==> src/rtl/ip_tx_pkt_arbiter.sv <==
// ip_tx_pkt_arbiter: per-packet round-robin share of one IP header/data channel among NUM_SRCS producers.
// The grant is held from the header handshake through the data beat carrying last.
`ifndef MAC_INTERFACE_W
`define MAC_INTERFACE_W 256
`endif
`ifndef MAC_PADBYTES_W
`define MAC_PADBYTES_W 5
`endif

module ip_tx_pkt_arbiter #(
    parameter int NUM_SRCS   = 2,
    parameter int SRC_W      = $clog2(NUM_SRCS),
    parameter int DATA_W     = `MAC_INTERFACE_W,
    parameter int PADBYTES_W = `MAC_PADBYTES_W,
    parameter int IP_HDR_W   = 160,
    parameter int TS_W       = 64
) (
    input  logic                           clk,
    input  logic                           rst,
    input  logic [NUM_SRCS-1:0]            src_arb_hdr_val,
    input  logic [NUM_SRCS*IP_HDR_W-1:0]   src_arb_ip_hdr,
    input  logic [NUM_SRCS*TS_W-1:0]       src_arb_timestamp,
    output logic [NUM_SRCS-1:0]            arb_src_hdr_rdy,
    input  logic [NUM_SRCS-1:0]            src_arb_data_val,
    input  logic [NUM_SRCS*DATA_W-1:0]     src_arb_data,
    input  logic [NUM_SRCS*PADBYTES_W-1:0] src_arb_data_padbytes,
    input  logic [NUM_SRCS-1:0]            src_arb_data_last,
    output logic [NUM_SRCS-1:0]            arb_src_data_rdy,
    output logic                           arb_dst_hdr_val,
    output logic [IP_HDR_W-1:0]            arb_dst_ip_hdr,
    output logic [TS_W-1:0]                arb_dst_timestamp,
    input  logic                           dst_arb_hdr_rdy,
    output logic                           arb_dst_data_val,
    output logic [DATA_W-1:0]              arb_dst_data,
    output logic [PADBYTES_W-1:0]          arb_dst_data_padbytes,
    output logic                           arb_dst_data_last,
    input  logic                           dst_arb_data_rdy,
    output logic                           arb_busy,
    output logic [SRC_W-1:0]               arb_grant_idx
);
    typedef enum logic [1:0] {IDLE, HDR, DATA} state_t;

    state_t           state, state_nxt;
    logic [SRC_W-1:0] grant_idx, last_grant, pick, cand;
    logic             found, hdr_fire, data_fire;

    // first requester strictly after last_grant, wrapping
    always_comb begin
        pick  = '0;
        found = 1'b0;
        cand  = '0;
        for (int k = 1; k <= NUM_SRCS; k++) begin
            cand = SRC_W'((int'(last_grant) + k) % NUM_SRCS);
            if (!found && src_arb_hdr_val[cand]) begin
                pick  = cand;
                found = 1'b1;
            end
        end
    end

    assign hdr_fire  = (state == HDR) && src_arb_hdr_val[grant_idx] && dst_arb_hdr_rdy;
    assign data_fire = (state == DATA) && src_arb_data_val[grant_idx] && dst_arb_data_rdy;

    always_ff @(posedge clk or negedge rst) begin
        if (!rst) begin
            state      <= IDLE;
            grant_idx  <= '0;
            last_grant <= SRC_W'(NUM_SRCS - 1);
        end else begin
            state <= state_nxt;
            if (state == IDLE && found)
                grant_idx <= pick;
            if (data_fire && src_arb_data_last[grant_idx])
                last_grant <= grant_idx;
        end
    end

    always_comb begin
        state_nxt        = state;
        arb_dst_hdr_val  = 1'b0;
        arb_dst_data_val = 1'b0;
        arb_src_hdr_rdy  = '0;
        arb_src_data_rdy = '0;
        case (state)
            IDLE: state_nxt = found ? HDR : IDLE;
            HDR: begin
                arb_dst_hdr_val            = src_arb_hdr_val[grant_idx];
                arb_src_hdr_rdy[grant_idx] = dst_arb_hdr_rdy;
                state_nxt                  = hdr_fire ? DATA : HDR;
            end
            DATA: begin
                arb_dst_data_val            = src_arb_data_val[grant_idx];
                arb_src_data_rdy[grant_idx] = dst_arb_data_rdy;
                state_nxt = (data_fire && src_arb_data_last[grant_idx]) ? IDLE : DATA;
            end
            default: state_nxt = IDLE;
        endcase
    end

    assign arb_dst_ip_hdr        = src_arb_ip_hdr[grant_idx*IP_HDR_W +: IP_HDR_W];
    assign arb_dst_timestamp     = src_arb_timestamp[grant_idx*TS_W +: TS_W];
    assign arb_dst_data          = src_arb_data[grant_idx*DATA_W +: DATA_W];
    assign arb_dst_data_padbytes = src_arb_data_padbytes[grant_idx*PADBYTES_W +: PADBYTES_W];
    assign arb_dst_data_last     = src_arb_data_last[grant_idx];
    assign arb_busy              = (state != IDLE);
    assign arb_grant_idx         = grant_idx;
endmodule

==> config.mk <==
export PLATFORM = sky130hd
export DESIGN_NAME = ip_tx_pkt_arbiter
export DESIGN_NICKNAME = d
export VERILOG_FILES = /design/src/rtl/ip_tx_pkt_arbiter.sv
export SDC_FILE = /design/constraint.sdc
export NUM_CORES = 1
export LEC_CHECK = 0
export ABC_AREA = 1
export BUFFER_PORTS_ARGS = -buffer_cell sky130_fd_sc_hd__buf_2
export CORE_AREA = 4 4 573 575
export DETAILED_ROUTE_END_ITERATION = 6
export DIE_AREA = 0 0 577 579
export GPL_TIMING_DRIVEN = 1
export PLACE_DENSITY = 0.3
export RECOVER_POWER = 50
export SYNTH_ARGS = -nofsm -noshare
export SYNTH_HDL_FRONTEND = slang
export SYNTH_SLANG_ARGS = --single-unit
==> constraint.sdc <==
create_clock -name clk -period 2.6 [get_ports clk]
set_clock_uncertainty 0.1 [all_clocks]
set_input_delay 0.78 -clock clk [delete_from_list [all_inputs] [get_ports clk]]
set_output_delay 0.78 -clock clk [all_outputs]
set_load 0.02 [all_outputs]
==> impl_metrics.tcl <==
set metrics [dict create \
    status "finished, violations left" \
    violated_checks "negative setup slack" \
    maxClockFrequency_mhz 350.8 \
    totalWireLength_microns 250700 \
    nNetsFinal 4128 \
    post_synth_num_cell_types 16 \
    routedWlPerCell_microns 33.24 \
    rows 209 \
    power_density_nw_per_um2 1371 \
    design.core.area_sq_um 323200 \
    post-synth-top-count-cell "sky130_fd_sc_hd__nand2_1" \
    via_count_of_the_first_global_routing_pass 17150 \
    power.switching_fraction 0.6226 \
    slew_viol_final 0 \
    count_of_routing_violations_after_the_opening_detailed_route_iteration 1189 \
    share_of_total_power_in_sequential_cells 0.004 \
    start_kind "register" \
    worstPathRequired_ps 1720 \
    flow.area_growth_from_synthesis_pct 319.9 \
    min_path_type "reg2reg" \
    final_hold_viol_count 0 \
    min_delay_startpoint "last_grant" \
    r2r_end "state[1]" \
    r2r-start "arb_grant_idx" \
    route.detailed.vias_per_inst 2.366 \
    met2_track_usage_gr 0.2174 \
    synth_area_leaders "sky130_fd_sc_hd__nand2_1, sky130_fd_sc_hd__buf_2, sky130_fd_sc_hd__buf_4" \
    fin_util 0.08232 \
    htree_levels 1 \
    setup_repair_after_global_routing_missed_its_margin "yes" \
    post_cts_hold_buffer_count 0 \
    grt_max_degree 44 \
    grt.overflow.total 0 \
    cts_buf_count 3 \
    intPower_mw 13.76 \
    cp.arrival_ps 1970 \
    clk_latency_ps 270 \
    synth_async_sr_flop_share 1.000 \
    global_route.usage.total 0.1404 \
    remaining_drc_errors 0 \
    yosys_warnings 0 \
    die_width_microns 577 \
    synthDominantCellAreaShare 0.8726 \
    globalRoute.busiestLayer "met2" \
    criticalPathCategory "reg2out" \
    synth_area_per_cell_sq_um 3.933 \
    syn_inst_count 1611 \
    fp.dieH_microns 579 \
    ff_latch_area_sq_um 105.1 \
    fp.dieArea_sq_um 334100 \
    drv.max_cap_violation_count 0 \
    post_synth_instance_area_sq_um 6336 \
    yosys_register_bits 4 \
    worst_hold_path.endpoint "last_grant" \
    synth-seq-area-share 0.01600 \
    io_pins 1474 \
    flop_to_flop_setup_slack_ps 640 \
    p_leak_nw 13.32 \
    synthesis.nets 2591 \
    layout.filler_cells 38450 \
    synth.top_cells.by_count "sky130_fd_sc_hd__nand2_1, sky130_fd_sc_hd__buf_2, sky130_fd_sc_hd__buf_4" \
    drt_pass1_iterations 5 \
    gr-usage-met1 0.1731 \
    post-dp-hpwl_microns 233200 \
    vias 17840 \
    place_congestion 0.9983 \
    placed_cell_area_sq_um 24000 \
    clock_power_share 0.009 \
    peakVddDrop_v 0.0003704 \
    finalWorstPathRequiredPeriod_ps 2851 \
    clk_pin_slew_worst_paths_ps 60 \
    hold-path-cell-count 2 \
    worst_pin_slew_ps 705.0 \
    cts.path.max_buffers 2 \
    synth_top_flop_cell "sky130_fd_sc_hd__dfrtp_1" \
    antenna_left 0 \
    period_share 1.096 \
    grt_antenna_before_repair 234 \
    critPathCaptureType "output port" \
    wire_length_of_the_first_global_routing_pass_microns 282100 \
    tritoncts "done" \
    use_met3 0.07765 \
    worst_slack_ps -250.6 \
    critPathMaxFanout 9 \
    timing.max_slew.rel_slack 0.5282 \
    multi_input_area_sq_um 6536 \
    comb_power_share 0.987 \
    setup-violations-final 484 \
    clockRootBuffer "sky130_fd_sc_hd__clkbuf_16" \
    place.port_buffers 1473 \
    final_area_sq_um 26610 \
    post_route_cells_drive_above_1_share 0.5939 \
    post-synth-top-area-cell "sky130_fd_sc_hd__nand2_1" \
    synth_enable_flop_cells 0 \
    initial_utilization 0.01960 \
    r2r.worst_path.cells 10 \
    clock-sinks 4 \
    power.net_switching_mw 22.71 \
]
-- state kept, by name, summed over array words and instances, names as in the netlist --
register       flops
state              2
last_grant         1
arb_grant_idx      1
-- cells in the final DEF (no fill, tap or decap), types with 13 or more instances in the layout --
master,synthesis,layout
sky130_fd_sc_hd__nand2_4,0,60
sky130_fd_sc_hd__buf_16,0,24
sky130_fd_sc_hd__buf_6,2,48
sky130_fd_sc_hd__buf_2,63,1150
sky130_fd_sc_hd__buf_4,24,82
sky130_fd_sc_hd__nand2_2,0,154
sky130_fd_sc_hd__diode_2,0,70
sky130_fd_sc_hd__buf_12,0,308
sky130_fd_sc_hd__nand2_1,1473,1254
sky130_fd_sc_hd__clkbuf_16,0,13
-- power by group through the flow --
| stage | logic, mW | clock network, mW | registers, mW |
|---|---|---|---|
| after floorplan | 9.50 | 0 | 0.121 |
| after global placement | 33.4 | 0 | 0.140 |
| after detailed placement | 33.2 | 0 | 0.141 |
| after CTS | 35.8 | 0.344 | 0.156 |
| after global routing | 37.9 | 0.350 | 0.165 |
| final | 36.0 | 0.321 | 0.160 |
-- metal layers --
layer / part of all wire / wire length, microns
met5: 0.0044 / 1095
met4: 0.023 / 5805
met2: 0.43 / 107100
met1: 0.42 / 104400
met3: 0.13 / 32380
-- cell type report --
type | instances | share of cell area
diodes | 70 | 0.006584
clock buffers | 4 | 0.002963
multi-input cells | 1486 | 0.2457
repair buffers | 1641 | 0.5348
well taps | 4325 | 0.2034
inverters | 12 | 0.002681
flip-flops and latches | 4 | 0.003950
-- timing repair --
| item | in CTS | in global routing |
|---|---|---|
| pin swaps | 9 | 18 |
| setup endpoints to repair | 477 | 488 |
| resized for setup | 252 | 217 |
| cloned | 10 | 11 |
| setup buffers | 13 | 10 |
-- kinds of logic (layout without fill, tap and decap cells) --
kind of cell	after synthesis	in the layout	synth area share
AO/OA/AOI/OAI	2	2	0.002172
flip-flops	4	4	0.01600
other	0	70	0
AND/OR/NAND/NOR	1484	1484	0.8811
buffers and inverters	121	1657	0.1007
-- per-stage QoR --
step | power (mW) | TNS [ps] | setup WS, ps | hold slack, ps | std cells
finish | 36.47 | -57670 | -250.6 | 364.8 | 7542
floorplan | 9.623 | 0 | 406.8 | 342.1 | 1611
global route | 38.38 | -99300 | -282.7 | 368.0 | 7503
global placement | 33.56 | -12260 | -450.0 | 353.9 | 7425
CTS | 36.28 | -98130 | -346.1 | 291.8 | 7451
detailed placement | 33.37 | -12580 | -458.5 | 355.5 | 7425
-- worst max path at each step --
stage | start | to | slack (ps) | depth (start not counted)
floorplan | dst_arb_data_rdy | arb_src_data_rdy[0] | 410 | 2
global placement | arb_grant_idx | arb_dst_data[209] | -450 | 6
detailed placement | arb_grant_idx | arb_dst_data[209] | -460 | 6
CTS | arb_grant_idx | arb_dst_ip_hdr[143] | -350 | 7
global route | arb_grant_idx | arb_src_hdr_rdy[0] | -280 | 5
finish | arb_grant_idx | arb_src_hdr_rdy[0] | -250 | 5
-- critical path: stages (launching register included) --
cell and delay, ps:
sky130_fd_sc_hd__dfrtp_4 570, sky130_fd_sc_hd__buf_12 200, sky130_fd_sc_hd__buf_12 170, sky130_fd_sc_hd__nor3_1 370
sky130_fd_sc_hd__buf_4 180, sky130_fd_sc_hd__buf_2 180
Note: power is estimated with default switching activity, not from simulation.
